--- config.mk ---
export PLATFORM = sky130hd
export DESIGN_NAME = psram_arb_flat
export DESIGN_NICKNAME = d
export VERILOG_FILES = /design/src/rtl/psram_arb_pkg.sv /design/src/rtl/psram_arb_if.sv /design/src/rtl/psram_rr_pick.sv /design/src/rtl/psram_arb.sv /design/src/flat_wrapper.sv
export SDC_FILE = /design/constraint.sdc
export NUM_CORES = 1
export LEC_CHECK = 0
export BUFFER_PORTS_ARGS = -buffer_cell sky130_fd_sc_hd__buf_2
export CORE_AREA = 3 3 131 133
export DETAILED_ROUTE_END_ITERATION = 8
export DIE_AREA = 0 0 134 136
export MAX_ROUTING_LAYER = met4
export PLACE_DENSITY = 0.66
export SETUP_SLACK_MARGIN = 0.3
export SLEW_MARGIN = 10
export SYNTH_ARGS = -nofsm -noshare
export SYNTH_HDL_FRONTEND = slang
export SYNTH_SLANG_ARGS = --single-unit
--- constraint.sdc ---
create_clock -name clk_i -period 5.65 [get_ports clk_i]
set_clock_uncertainty 0.1 [all_clocks]
set_input_delay 0.565 -clock clk_i [delete_from_list [all_inputs] [get_ports clk_i]]
set_output_delay 0.565 -clock clk_i [all_outputs]
set_load 0.1 [all_outputs]
--- src/rtl/psram_arb_pkg.sv ---
// ----------------------------------------------------------------------------
// psram_arb_pkg: shared state encoding and constants for the PSRAM arbiter.
// Rev 1.0
// ----------------------------------------------------------------------------
`default_nettype none

package psram_arb_pkg;

  typedef enum logic [1:0] {
    IDLE  = 2'd0,
    GRANT = 2'd1,
    BUSY  = 2'd2,
    DONE  = 2'd3
  } state_e;

  localparam logic [31:0] ABORT_DATA = 32'hDEAD_BEEF;
  localparam int          CS_W       = 2;

endpackage

`default_nettype wire

--- src/rtl/psram_arb_if.sv ---
// ----------------------------------------------------------------------------
// psram_arb_if: requester-side and controller-side buses of the PSRAM arbiter.
// Rev 1.0
// ----------------------------------------------------------------------------
`default_nettype none

interface psram_arb_if #(
  parameter int NUM_REQ = 3,
  parameter int CHIP_AW = 23
);
  import psram_arb_pkg::*;

  logic [NUM_REQ-1:0]    req_valid_i;
  logic [NUM_REQ*32-1:0] req_addr_i;
  logic [NUM_REQ*32-1:0] req_wdata_i;
  logic [NUM_REQ*4-1:0]  req_wstrb_i;
  logic [NUM_REQ-1:0]    req_ready_o;
  logic [31:0]           req_rdata_o;
  logic                  req_err_o;

  logic                  mem_valid_o;
  logic [CHIP_AW-1:0]    mem_addr_o;
  logic [CS_W-1:0]       mem_cs_o;
  logic [31:0]           mem_wdata_o;
  logic [3:0]            mem_wstrb_o;
  logic                  mem_ready_i;
  logic [31:0]           mem_rdata_i;

  // Arbiter side.
  modport slave (
    input  req_valid_i, req_addr_i, req_wdata_i, req_wstrb_i, mem_ready_i, mem_rdata_i,
    output req_ready_o, req_rdata_o, req_err_o,
           mem_valid_o, mem_addr_o, mem_cs_o, mem_wdata_o, mem_wstrb_o
  );

  // Requesters and controller side.
  modport master (
    output req_valid_i, req_addr_i, req_wdata_i, req_wstrb_i, mem_ready_i, mem_rdata_i,
    input  req_ready_o, req_rdata_o, req_err_o,
           mem_valid_o, mem_addr_o, mem_cs_o, mem_wdata_o, mem_wstrb_o
  );

endinterface

`default_nettype wire

--- src/rtl/psram_rr_pick.sv ---
// ----------------------------------------------------------------------------
// psram_rr_pick: combinational round-robin picker, searching from last_i+1.
// Rev 1.0
// ----------------------------------------------------------------------------
`default_nettype none

module psram_rr_pick #(
  parameter  int NUM_REQ = 3,
  localparam int IDX_W   = $clog2(NUM_REQ)
) (
  input  logic [NUM_REQ-1:0] req_i,
  input  logic [IDX_W-1:0]   last_i,
  output logic [NUM_REQ-1:0] win_onehot_o,
  output logic [IDX_W-1:0]   win_idx_o
);

  logic             found;
  logic [IDX_W-1:0] idx;

  always_comb begin
    win_onehot_o = '0;
    win_idx_o    = '0;
    found        = 1'b0;
    idx          = '0;
    for (int off = 1; off <= NUM_REQ; off++) begin
      idx = IDX_W'((int'(last_i) + off) % NUM_REQ);
      if (!found && req_i[idx]) begin
        found             = 1'b1;
        win_onehot_o[idx] = 1'b1;
        win_idx_o         = idx;
      end
    end
  end

endmodule

`default_nettype wire

--- src/rtl/psram_arb.sv ---
// ----------------------------------------------------------------------------
// psram_arb: round-robin arbiter/sequencer for the QSPI PSRAM controller.
// Optional watchdog abort enabled by PSRAM_ARB_TIMEOUT_EN.  Rev 1.0
// ----------------------------------------------------------------------------
`default_nettype none

module psram_arb
  import psram_arb_pkg::*;
#(
  parameter int NUM_REQ = 3,
  parameter int CHIP_AW = 23,
  parameter int NUM_CS  = 4,
  parameter int TIMEOUT = 1024
) (
  input  logic               clk_i,
  input  logic               rst_n_i,
  psram_arb_if.slave         bus,
  output logic               busy_o,
  output logic [NUM_REQ-1:0] grant_o
);

  localparam int IDX_W = $clog2(NUM_REQ);

  state_e             state_q, state_d;
  logic [NUM_REQ-1:0] win_q, win_d;
  logic [IDX_W-1:0]   win_idx_q, win_idx_d;
  logic [IDX_W-1:0]   last_q, last_d;
  logic [CHIP_AW-1:0] addr_q, addr_d;
  logic [CS_W-1:0]    cs_q, cs_d;
  logic [31:0]        wdata_q, wdata_d;
  logic [3:0]         wstrb_q, wstrb_d;
  logic [31:0]        rdata_q, rdata_d;
`ifdef PSRAM_ARB_TIMEOUT_EN
  logic [15:0]        cnt_q, cnt_d;
  logic               err_q, err_d;
`endif

  logic [NUM_REQ-1:0] pick_oh;
  logic [IDX_W-1:0]   pick_idx;
  logic [31:0]        sel_addr;
  logic [31:0]        sel_wdata;
  logic [3:0]         sel_wstrb;
  logic               unused_ok;

  psram_rr_pick #(.NUM_REQ(NUM_REQ)) u_pick (
    .req_i        (bus.req_valid_i),
    .last_i       (last_q),
    .win_onehot_o (pick_oh),
    .win_idx_o    (pick_idx)
  );

  always_comb begin
    sel_addr  = '0;
    sel_wdata = '0;
    sel_wstrb = '0;
    for (int i = 0; i < NUM_REQ; i++) begin
      if (pick_oh[i]) begin
        sel_addr  = bus.req_addr_i[32*i +: 32];
        sel_wdata = bus.req_wdata_i[32*i +: 32];
        sel_wstrb = bus.req_wstrb_i[4*i +: 4];
      end
    end
  end

  always_comb begin
    state_d   = state_q;
    win_d     = win_q;
    win_idx_d = win_idx_q;
    last_d    = last_q;
    addr_d    = addr_q;
    cs_d      = cs_q;
    wdata_d   = wdata_q;
    wstrb_d   = wstrb_q;
    rdata_d   = rdata_q;
`ifdef PSRAM_ARB_TIMEOUT_EN
    err_d     = err_q;
`endif
    case (state_q)
      IDLE: begin
        if (|bus.req_valid_i) begin
          win_d     = pick_oh;
          win_idx_d = pick_idx;
          addr_d    = sel_addr[CHIP_AW-1:0];
          cs_d      = sel_addr[CHIP_AW +: CS_W];
          wdata_d   = sel_wdata;
          wstrb_d   = sel_wstrb;
          state_d   = GRANT;
        end
      end
      GRANT: state_d = BUSY;
      BUSY: begin
        // A controller response wins over a simultaneous watchdog expiry.
        if (bus.mem_ready_i) begin
          rdata_d = bus.mem_rdata_i;
          last_d  = win_idx_q;
          state_d = DONE;
`ifdef PSRAM_ARB_TIMEOUT_EN
          err_d   = 1'b0;
`endif
        end
`ifdef PSRAM_ARB_TIMEOUT_EN
        else if (cnt_q == 16'(TIMEOUT - 1)) begin
          rdata_d = ABORT_DATA;
          err_d   = 1'b1;
          last_d  = win_idx_q;
          state_d = DONE;
        end
`endif
      end
      DONE: state_d = IDLE;
      default: state_d = IDLE;
    endcase
  end

`ifdef PSRAM_ARB_TIMEOUT_EN
  always_comb begin
    cnt_d = cnt_q;
    if (state_q == GRANT) begin
      cnt_d = '0;
    end else if (state_q == BUSY) begin
      cnt_d = cnt_q + 16'd1;
    end
  end
`endif

  always_ff @(posedge clk_i or negedge rst_n_i) begin
    if (!rst_n_i) begin
      state_q   <= IDLE;
      win_q     <= '0;
      win_idx_q <= '0;
      last_q    <= IDX_W'(NUM_REQ - 1);
      addr_q    <= '0;
      cs_q      <= '0;
      wdata_q   <= '0;
      wstrb_q   <= '0;
      rdata_q   <= '0;
`ifdef PSRAM_ARB_TIMEOUT_EN
      cnt_q     <= '0;
      err_q     <= 1'b0;
`endif
    end else begin
      state_q   <= state_d;
      win_q     <= win_d;
      win_idx_q <= win_idx_d;
      last_q    <= last_d;
      addr_q    <= addr_d;
      cs_q      <= cs_d;
      wdata_q   <= wdata_d;
      wstrb_q   <= wstrb_d;
      rdata_q   <= rdata_d;
`ifdef PSRAM_ARB_TIMEOUT_EN
      cnt_q     <= cnt_d;
      err_q     <= err_d;
`endif
    end
  end

  assign bus.mem_valid_o = (state_q == GRANT) || (state_q == BUSY);
  assign bus.mem_addr_o  = addr_q;
  assign bus.mem_cs_o    = cs_q;
  assign bus.mem_wdata_o = wdata_q;
  assign bus.mem_wstrb_o = wstrb_q;
  assign bus.req_ready_o = (state_q == DONE) ? win_q : '0;
  assign bus.req_rdata_o = rdata_q;
  assign busy_o          = (state_q != IDLE);
  assign grant_o         = (state_q != IDLE) ? win_q : '0;

  // Upper address bits alias across the chip-select window.
`ifdef PSRAM_ARB_TIMEOUT_EN
  assign bus.req_err_o = (state_q == DONE) && err_q;
  assign unused_ok     = ^{sel_addr[31:CHIP_AW+CS_W], 32'(NUM_CS)};
`else
  assign bus.req_err_o = 1'b0;
  assign unused_ok     = ^{sel_addr[31:CHIP_AW+CS_W], 32'(NUM_CS), 32'(TIMEOUT)};
`endif

endmodule

`default_nettype wire

--- src/flat_wrapper.sv ---
// flat-port wrapper written by rule: the top's interface ports become plain ports
module psram_arb_flat import psram_arb_pkg::*;
#(
  parameter int NUM_REQ = 3,
  parameter int CHIP_AW = 23,
  parameter int NUM_CS  = 4,
  parameter int TIMEOUT = 1024
)
  (clk_i, rst_n_i, busy_o, grant_o, bus_req_valid_i, bus_req_addr_i, bus_req_wdata_i, bus_req_wstrb_i, bus_mem_ready_i, bus_mem_rdata_i, bus_req_ready_o, bus_req_rdata_o, bus_req_err_o, bus_mem_valid_o, bus_mem_addr_o, bus_mem_cs_o, bus_mem_wdata_o, bus_mem_wstrb_o);
  psram_arb_if #(.NUM_REQ(NUM_REQ), .CHIP_AW(CHIP_AW)) bus_i ();
  input  logic clk_i;
  input  logic rst_n_i;
  output logic busy_o;
  output logic [NUM_REQ-1:0] grant_o;
  input wire logic [$bits(bus_i.req_valid_i)-1:0] bus_req_valid_i;
  input wire logic [$bits(bus_i.req_addr_i)-1:0] bus_req_addr_i;
  input wire logic [$bits(bus_i.req_wdata_i)-1:0] bus_req_wdata_i;
  input wire logic [$bits(bus_i.req_wstrb_i)-1:0] bus_req_wstrb_i;
  input wire logic [$bits(bus_i.mem_ready_i)-1:0] bus_mem_ready_i;
  input wire logic [$bits(bus_i.mem_rdata_i)-1:0] bus_mem_rdata_i;
  output wire logic [$bits(bus_i.req_ready_o)-1:0] bus_req_ready_o;
  output wire logic [$bits(bus_i.req_rdata_o)-1:0] bus_req_rdata_o;
  output wire logic [$bits(bus_i.req_err_o)-1:0] bus_req_err_o;
  output wire logic [$bits(bus_i.mem_valid_o)-1:0] bus_mem_valid_o;
  output wire logic [$bits(bus_i.mem_addr_o)-1:0] bus_mem_addr_o;
  output wire logic [$bits(bus_i.mem_cs_o)-1:0] bus_mem_cs_o;
  output wire logic [$bits(bus_i.mem_wdata_o)-1:0] bus_mem_wdata_o;
  output wire logic [$bits(bus_i.mem_wstrb_o)-1:0] bus_mem_wstrb_o;
  assign bus_i.req_valid_i = bus_req_valid_i;
  assign bus_i.req_addr_i = bus_req_addr_i;
  assign bus_i.req_wdata_i = bus_req_wdata_i;
  assign bus_i.req_wstrb_i = bus_req_wstrb_i;
  assign bus_i.mem_ready_i = bus_mem_ready_i;
  assign bus_i.mem_rdata_i = bus_mem_rdata_i;
  assign bus_req_ready_o = bus_i.req_ready_o;
  assign bus_req_rdata_o = bus_i.req_rdata_o;
  assign bus_req_err_o = bus_i.req_err_o;
  assign bus_mem_valid_o = bus_i.mem_valid_o;
  assign bus_mem_addr_o = bus_i.mem_addr_o;
  assign bus_mem_cs_o = bus_i.mem_cs_o;
  assign bus_mem_wdata_o = bus_i.mem_wdata_o;
  assign bus_mem_wstrb_o = bus_i.mem_wstrb_o;
  psram_arb #(.NUM_REQ(NUM_REQ), .CHIP_AW(CHIP_AW), .NUM_CS(NUM_CS), .TIMEOUT(TIMEOUT)) u_core (.clk_i(clk_i), .rst_n_i(rst_n_i), .bus(bus_i), .busy_o(busy_o), .grant_o(grant_o));
endmodule
Word level (Yosys, flattened, before mapping)
Cells that the tools add are included.
- register bits after elaboration: 102
- bits in latches: 0
- memory bits (writable): 0
- bits in read-only memories: 0
- input port bits: 242
- memories kept: 0
- add/sub/neg operators: 3
- multipliers: 0
- div/mod/pow operators: 3
- magnitude comparators: 6
- eq/ne operators: 5
- shifts and indexed selects: 0
- muxes and demuxes: 34
- bitwise gates (word level): 2
- reductions and logical operators: 14
- operator list (kind ; number):
    32-bit by 3-bit remainder unit with 32-bit output, second input constant ; 3
    32-bit two-way mux ; 3
    25-bit two-way mux ; 3
    3-bit two-way mux ; 5
    4-bit two-way mux ; 3
    2-bit two-way mux ; 5
    2-bit by 3-bit less-than comparator with 1-bit output, second input constant ; 3
    1-bit two-way mux ; 8
    2-bit case mux with 4 select lines ; 1
    2-bit by 2-bit adder with 3-bit output, second input constant ; 2
    1-bit binary-select mux with 2-bit select ; 3
    1-bit demux with 2-bit select ; 3
    2-bit by 1-bit >= comparator with 1-bit output, second input constant ; 3
    3-bit OR ; 2
    2-bit AND reduction ; 3
    1-bit logical AND ; 5
    2-bit equality test, second input constant ; 2
    2-bit by 1-bit adder with 3-bit output, second input constant ; 1
    3-bit OR reduction ; 1
    2-bit by 1-bit equality test with 1-bit output, second input constant ; 1
    1-bit zero test ; 2
    2-bit zero test ; 1
    2-bit by 1-bit != test with 1-bit output, second input constant ; 1
    2-bit != test, second input constant ; 1
    2 further kinds ; 2

Depth between registers and ports, before layout
Gate-level depths: netlist of the first run.
- depth after elaboration: 14
- depth in mapped cells: 11
- gate-level depth less buffers: 7

Modules after synthesis
From an unflattened synthesis of the first run, not the netlist that was laid out.
- cells, all modules: 490
- area total of the unflattened synthesis: 5512.8 µm²
- by module, submodules not included (module ; times used ; cells an instance ; area an instance (µm²)):
    psram_arb ; 1 ; 455 ; 5232.5
    psram_rr_pick ; 1 ; 35 ; 280.3

Least setup slack after synthesis of the first run
Ideal clock, no wire load.
- path type: reg2out
- start: register u_core.state_q[0]
- end: output grant_o[0]
- data arrival time: 2.012 ns
- slack: 2.973 ns
- stages on the path, launching flop included: 4
- buffers on the path: 0
- cells stage by stage: dfrtp_1 > inv_1 > ha_1 > nor2b_1
- cells in the longest elaborated chain, start to end: 2
- ends and longest elaborated chain (what ; line ; text):
    start: declaration ; psram_arb.sv:24 ; state_e state_q, state_d;
    start signal: assignment ; psram_arb.sv:142 ; state_q <= state_d;
    2-bit nonzero test ; psram_arb.sv:166 ; assign grant_o = (state_q != IDLE) ? win_q : '0;
    3-bit two-way mux ; psram_arb.sv:166 ;
    end: declaration ; flat_wrapper.sv:14 ; output logic [NUM_REQ-1:0] grant_o;
No other way between the ends.

Worst setup path after layout of the first run
- start: register u_core.last_q[0]
- end: register u_core.wdata_q[10] (netlist: u_core.bus.mem_wdata_o[10])
- cells in the longest elaborated chain, start to end: 14
- ends and longest elaborated chain (what ; line ; text):
    start: declaration ; psram_arb.sv:27 ; logic [IDX_W-1:0] last_q, last_d;
    start signal: assignment ; psram_arb.sv:131 ; last_q <= IDX_W'(NUM_REQ - 1);
    start signal: assignment ; psram_arb.sv:145 ; last_q <= last_d;
    2-bit by 1-bit adder with 3-bit output ; psram_rr_pick.sv:26 ; idx = IDX_W'((int'(last_i) + off) % NUM_REQ);
    32-bit by 3-bit remainder unit with 32-bit output ; psram_rr_pick.sv:26 ;
    2-bit by 3-bit less-than comparator with 1-bit output (not written as such) (tied with other cells) ; psram_rr_pick.sv:29 ; win_onehot_o[idx] = 1'b1;
    1-bit logical AND (not written as such) / 1-bit two-way mux (equally long branches) ; psram_rr_pick.sv:29, psram_rr_pick.sv:27 ;
    1-bit two-way mux (on tied branches) ; psram_rr_pick.sv:29, psram_rr_pick.sv:27 ;
    1-bit demux with 2-bit select / 1-bit zero test (equally long branches) ; psram_rr_pick.sv:29, psram_rr_pick.sv:27 ;
    3-bit two-way mux / 1-bit logical AND (equally long branches) ; psram_rr_pick.sv:27 ; if (!found && req_i[idx]) begin
    3-bit OR (no source line) / 1-bit two-way mux (equally long branches) ; -- ;
    3-bit two-way mux / 1-bit zero test (equally long branches) ; psram_rr_pick.sv:27 ;
    3-bit OR (no source line) / 1-bit logical AND (equally long branches) ; -- ;
    3-bit two-way mux (*) ; psram_rr_pick.sv:27 ;
    32-bit two-way mux (2 in a row) ; psram_arb.sv:57 ; if (pick_oh[i]) begin
    32-bit two-way mux (*) ; psram_arb.sv:57 ;
    end signal: assignment ; psram_arb.sv:148 ; wdata_q <= wdata_d;
    end: declaration ; psram_arb.sv:30 ; logic [31:0] wdata_q, wdata_d;
Mark *: on every way between the ends. The rest lies on a longest branch, timed or not. The select of a mux whose other input is x is not followed.
A chain may end at the register's enable or synchronous reset.

==> out/results.md, run 1 <==
| Parameter | Reported | Unit |
| --- | --- | --- |
| Final ANT Viol Nets | 0 | - |
| Max Buffers Root-to-Sink | 2 | - |
| Time the worst path needs with I/O delays and setup | 3.27 | ns |
| RSZ-0062 raised after global routing | no | - |
| TritonCTS Buffers | 9 | - |
| Clock-pin slew on the worst setup and hold paths | 0.08 | ns |
| Final #Nets | 1106 | - |
| Cell Chain, Critical Path | inv_1, ha_1, and3b_1, o21bai_1, o31a_2, nor2b_4, buf_4, a31oi_1 | - |
| Critical path capture point type | flip-flop | - |
| Boundary pin count | 344 | - |
| Largest net degree at the start of global routing | 80 | - |
| Arrival time reported for the critical path endpoint | 3.39 | ns |
| Slowest CP cell | nor2b_4 | - |
| Share of synthesized area occupied by flip-flops and latches | 45.6 | % |
| Count of cell types in the netlist | 32 | - |
| Fraction of final layout cells sized beyond drive strength 1 | 45.5 | % |
| Number of buffers and inverters on the critical path | 2 | - |
| Number of buffers inserted for hold repair after clock tree synthesis | 0 | - |
| Antenna violations before repair | 2 | - |
| Die Footprint | 18200 | sq um |
| Core Footprint | 15900 | sq um |
| Status | finished clean | - |
| R2R depth | 8 | - |
| Layout-stage area growth over the synthesis result | 36.3 | % |
| Post-cts gate resize count | 0 | - |
| Count of port buffers added during placement | 321 | - |
| H-tree depth reported by CTS | 3 | - |
| Xor/xnor cell area share of the yosys netlist | 0 | % |
| Count of TritonRoute iterations in the first routing pass | 5 | - |
| Slowest Stage Delay on Critical Path | 0.80 | ns |
| Clock tree from TritonCTS | built | - |
| Largest family of logic cells by synthesized area | compound AO/OA/AOI/OAI gates | - |
| Total routed wirelength | 19400 | um |
| Critical Path Fanout Max | 38 | - |
| Max transition margin | 29.9 | % |
| Via density per instance | 5.18 | - |
| Post-route DRC violation count | 0 | - |
| Final weighted congestion of routability-driven global placement | 0.843 | - |
| Startpoint class of the critical path | flip-flop | - |
| End of the worst register-to-register path | u_core.bus.mem_wdata_o[10] | - |
| Violation count after the first detailed-routing iteration | 358 | - |
| Die span in x | 134 | um |
| Synth Instances | 573 | - |
| First-pass GRT wire length | 30100 | um |
| Global route total overflow | 0 | - |
| Net count after synthesis | 822 | - |
| Hold Fails Final Rpt | 0 | - |
| Measured slew at the worst slew-check pin | 1.05 | ns |
| Synthesized area | 5600 | sq um |
| Count of vias placed by the detailed router | 5590 | - |
| Die H | 136 | um |
| Mean cell area of the mapped netlist | 9.77 | sq um |
| Starting Density | 35.1 | % |
| Fmax achieved | 306 | MHz |
| Gr usage total | 21.1 | % |
| Startpoint of the lowest-slack register-to-register path | u_core.last_q[0] | - |
| Final TNS setup | 0 | ns |
| Endpoints failing setup | 0 | - |
| Req. time, crit path | 5.77 | ns |
| Number of global-route vias before repair | 5708 | - |
| Number of synthesis warnings | 0 | - |
| Site row count | 46 | - |
| Simple-gate share of the synthesized area | 14.0 | % |
| Pins over their slew limit | 0 | - |
| Max Cap Violations | 0 | - |
| R2r setup slk | 2.38 | ns |
| Worst setup path class | reg -> reg | - |
| Post-synthesis adder-cell area fraction | 1.57 | % |
| DR WL/cell | 17.9 | um |
| Multiplexer share of the synthesized area | 7.38 | % |
| Synthesized flop and latch total | 102 | - |
| Class of the tightest hold or removal check | in -> async | - |
| Kind of cell with the highest combined delay on the critical path | simple AND/OR/NAND/NOR gates | - |
| Compound-cell area share of the yosys netlist | 26.3 | % |
| Clock tree root driver cell | clkbuf_16 | - |
| Placed wire-length estimate after detailed placement | 13600 | um |
| Post-CTS Setup Bufs | 0 | - |
| Final period utilization | 57.9 | % |
| Clk sinks | 102 | - |
| Clock latency reported for the late side of the worst-skew pair | 0.35 | ns |
-- cells by family after synthesis --
kind of cell,after synthesis
AOI/OAI and AO/OA,206
adders and majority gates,7
buffers and inverters,67
DFF,102
muxes,37
other,1
and+or+nand+nor,153
-- placed cells by master, fill, tap and decap left out, types with 9 or more instances in the layout --
master     count
dfrtp_1      101
buf_4         12
nand2_1       68
o211ai_1      61
buf_2        320
o21ai_0        9
a31oi_1       61
nand2b_1      63
nor2b_1        9
o31ai_1       61
mux2_2        34
clkbuf_16      9
-- Yosys cell counts (all sizes together) --
| cell type | n | area (sq um) |
|---|---|---|
| nand2 | 68 | 255 |
| inv | 8 | 30.0 |
| a21oi | 5 | 25.0 |
| nor2b | 10 | 62.6 |
| and2 | 5 | 31.3 |
| a211o | 1 | 8.76 |
| o211ai | 61 | 458 |
| o31ai | 61 | 458 |
| mux2i | 3 | 30.0 |
| o22a | 2 | 17.5 |
| nor3 | 1 | 5.00 |
| o31a | 1 | 8.76 |
| a211oi | 1 | 12.5 |
| nand2b | 64 | 400 |
| a2111oi | 2 | 42.5 |
| ha | 7 | 87.6 |
| or2 | 1 | 6.26 |
| a31oi | 61 | 382 |
| o21ai | 9 | 45.0 |
| mux2 | 34 | 383 |
| o21bai | 1 | 7.51 |
| dfstp | 1 | 26.3 |
| conb | 1 | 3.75 |
| buf | 24 | 121 |
| dfrtp | 101 | 2530 |
| nor2 | 3 | 11.3 |
| clkbuf | 35 | 131 |
| and3b | 1 | 8.76 |
| o221ai | 1 | 8.76 |
-- area by class of cell --
cell class	count	area, sq um
clock inverter	6	53.8
inverter	8	30.0
antenna	2	5.00
timing repair buffer	332	1690
tap	216	270
sequential	102	2550
fill	1562	8310
multi-input combinational	404	2790
clock buffer	10	239
-- worst register-to-register path: stages (launching register included) --
cell and delay [ns]:
dfrtp_1 0.39, inv_1 0.07, ha_1 0.45, and3b_1 0.24, o21bai_1 0.24, o31a_2 0.23, nor2b_4 0.80, buf_4 0.44
a31oi_1 0.16
-- through the flow --
| step | instance area (sq um) | setup slack, ns | hold WS [ns] | std cells | utilization, % |
|---|---|---|---|---|---|
| floorplan | 5600 | 2.97 | 0.169 | 573 | - |
| global placement | 7330 | 2.34 | 0.364 | 1062 | 46.0 |
| detailed placement | 7330 | 2.31 | 0.371 | 1062 | 46.0 |
| CTS | 7620 | 2.30 | 0.216 | 1078 | 47.8 |
| global route | 7630 | 2.13 | 0.231 | 1080 | 47.8 |
| finish | 7630 | 2.38 | 0.172 | 1080 | 47.8 |
-- sequential cells by signal (all words and copies together) (netlist names) --
signal and cells:
u_core.bus.mem_wdata_o 32, u_core.bus.req_rdata_o 32, u_core.bus.mem_addr_o 23, u_core.bus.mem_wstrb_o 4, u_core.win_q 3, u_core.bus.mem_cs_o 2, u_core.last_q 2, u_core.state_q 2
u_core.win_idx_q 2
-- per-layer routing --
layer  share of wire (%)  global-route usage [%]
met1                  40                    25.2
met2                  51                    36.6
met3                 6.7                    4.48
met4                 1.5                    5.60
met5                   0                       -
-- worst max path at each step --
| stage | cells after the start | start | end | slack (ns) |
|---|---|---|---|---|
| 3_3_place_gp | 8 | u_core.last_q[0] | u_core.bus.mem_wdata_o[2] | 2.34 |
| 5_1_grt | 8 | u_core.last_q[0] | u_core.bus.mem_addr_o[18] | 2.13 |
| 2_1_floorplan | 3 | u_core.state_q[0] | grant_o[0] | 2.97 |
| 4_1_cts | 8 | u_core.last_q[0] | u_core.bus.mem_wdata_o[10] | 2.30 |
| 6_report | 8 | u_core.last_q[0] | u_core.bus.mem_wdata_o[10] | 2.38 |
| 3_5_place_dp | 8 | u_core.last_q[0] | u_core.bus.mem_wdata_o[10] | 2.31 |
Power of run 1 is not shown: default switching activity piles up to over one toggle a cycle in this logic, so the estimate is an artifact.
==> run 2, diff against run 1 <==
CORE_AREA = 3 3 132 134   (was 3 3 131 133)
DIE_AREA = 0 0 135 137   (was 0 0 134 136)
PLACE_DENSITY = 0.68   (was 0.66)
clock period = 2.7 ns   (was 5.65 ns; I/O delays follow)
==> out/results.md, run 2 (synthesis results as in run 1) <==
| Parameter | Reported | Unit | Delta |
| --- | --- | --- | --- |
| Status | finished clean | - |  |
| Endpoints failing setup | 0 | - | unchanged |
| First-pass GRT wire length | 28800 | um | -4.5% |
| Arrival time reported for the critical path endpoint | 2.61 | ns | -0.78 ns |
| Global route total overflow | 0 | - | unchanged |
| Fmax achieved | 406 | MHz | +33% |
| Count of inserted antenna diode cells | 0 | - | -2 |
| Time the worst path needs with I/O delays and setup | 2.46 | ns | -0.813 ns |
| Worst hold margin | 0.0557 | ns | -0.116 ns |
| DR WL/cell | 18.1 | um | +1.0% |
| Placed wire-length estimate after detailed placement | 12600 | um | -7.2% |
| Clock tree root driver cell | clkbuf_16 | - |  |
| Die Footprint | 18500 | sq um | +1.5% |
| Total routed wirelength | 20100 | um | +3.6% |
| Count of TritonRoute iterations in the first routing pass | 5 | - | unchanged |
| Largest net degree at the start of global routing | 68 | - | -15% |
| Core Footprint | 16400 | sq um | +2.9% |
| Clock-pin slew on the worst setup and hold paths | 0.07 | ns | about the same |
| Gr usage total | 19.7 | % | -1.4 points |
| Max Cap Violations | 0 | - | unchanged |
| Clock latency reported for the late side of the worst-skew pair | 0.34 | ns | about the same |
| Max Buffers Root-to-Sink | 2 | - | unchanged |
| Site row count | 47 | - | +2.2% |
| Die H | 137 | um | +0.74% |
| Final period utilization | 91.1 | % | +33 points |
| TritonCTS Buffers | 9 | - | unchanged |
| Starting Density | 34.1 | % | -0.99 points |
| Req. time, crit path | 2.85 | ns | -2.92 ns |
| Count of vias placed by the detailed router | 5897 | - | +5.5% |
| Slowest CP cell | dfstp_2 | - |  |
| Class of the tightest hold or removal check | in -> reg | - |  |
| Measured slew at the worst slew-check pin | 0.594 | ns | -0.457 ns |
| Number of global-route vias before repair | 5716 | - | +0.14% |
| Final TNS setup | 0 | ns | unchanged |
| Slowest Stage Delay on Critical Path | 0.57 | ns | -0.23 ns |
| Fraction of final layout cells sized beyond drive strength 1 | 53.0 | % | +7.6 points |
| Violation count after the first detailed-routing iteration | 401 | - | +12% |
| Pins over their slew limit | 0 | - | unchanged |
| Via density per instance | 5.32 | - | +2.8% |
| Count of port buffers added during placement | 321 | - | unchanged |
| Hold Fails Final Rpt | 0 | - | unchanged |
| Leading cell type in the layout, fill and taps excluded | buf_2 | - |  |
| Commonest cells after routing, fill and taps aside | 320 x buf_2, 100 x dfrtp_1, 68 x nand2_1 | - |  |
| Share of the core filled with cells in the final layout | 51.8 | % | +4.0 points |
| Clk sinks | 102 | - | unchanged |
| Post-route DRC violation count | 0 | - | unchanged |
| Boundary pin count | 344 | - | unchanged |
| Critical Path Fanout Max | 8 | - | -79% |
| Final #Nets | 1132 | - | +2.4% |
| Worst setup path class | reg -> reg | - |  |
| Layout-stage area growth over the synthesis result | 51.9 | % |  |
| RSZ-0062 raised after global routing | yes | - |  |
| Cell Chain, Critical Path | ha_4, buf_6, nor2b_4, a2111oi_4, a211o_4, clkbuf_16, o211ai_1, a31oi_1 | - |  |
| Die span in x | 135 | um | +0.75% |
| Antenna violations before repair | 0 | - | -2 |
| H-tree depth reported by CTS | 3 | - | unchanged |
| Clock tree from TritonCTS | built | - |  |
| Critical path capture point type | flip-flop | - |  |
| Startpoint class of the critical path | flip-flop | - |  |
| Final ANT Viol Nets | 0 | - | unchanged |
| Max transition margin | 60.4 | % | +30 points |
| Final weighted congestion of routability-driven global placement | 0.788 | - | -6.5% |
==> run 2: final timing paths <==
kind	startpoint	to	slack, ns	cells past startpoint
worst max-delay path	u_core.last_q[1]	u_core.bus.mem_wdata_o[6]	0.24	8
worst min-delay path	bus_mem_rdata_i[10]	u_core.bus.req_rdata_o[10]	0.06	2
worst max register to register	u_core.last_q[1]	u_core.bus.mem_wdata_o[6]	0.24	8
worst min register to register	u_core.win_idx_q[0]	u_core.win_idx_q[0]	0.39	2
max in group asynchronous	rst_n_i	u_core.last_q[1]	1.34	3
min in group asynchronous	rst_n_i	u_core.bus.mem_addr_o[11]	0.39	2
==> run 2: worst max-delay path: cells and delay by family, from the launching register on <==
kind	cells	cell delay [ns]
AO/OA/AOI/OAI	4	1.03
adder cells (fa/ha/maj)	1	0.22
buffers and inverters	2	0.33
flip-flops	1	0.57
AND/OR/NAND/NOR	1	0.12
==> run 2: timing repair <==
item	CTS	global route
hold buffers	1	0
buffers inserted	9	1
cloned	3	7
pin swaps	6	90
resized for setup	34	42
hold endpoints to repair	41	0
setup endpoints to repair	63	63
==> run 2: stage by stage <==
stage / setup WS (ns) / area [sq um] / std cells
2_1_floorplan: 0.318 / 5600 / 573
3_3_place_gp: 0.110 / 7520 / 1071
3_5_place_dp: 0.0553 / 7520 / 1071
4_1_cts: 0.272 / 8150 / 1100
5_1_grt: 0.124 / 8500 / 1108
6_report: 0.240 / 8500 / 1108
==> run 2: layout make-up <==
class | count | area [sq um]
Clock buffer | 9 | 225
Fill cell | 1499 | 7910
Clock inverter | 7 | 65.1
Tap cell | 220 | 275
Multi-Input combinational cell | 404 | 3100
Sequential cell | 102 | 2550
Inverter | 8 | 30.0
Timing Repair Buffer | 358 | 2250
==> run 2: routing by layer <==
metal / vias to the layer above / GRT usage [%] / wire [um]
met5: - / - / 0
met4: 0 / 5.77 / 282
met3: 22 / 4.45 / 1550
met2: 298 / 32.8 / 10000
met1: 2833 / 24.2 / 8240
li1: 2744 / - / -
Power of run 2 is left out for the same reason.
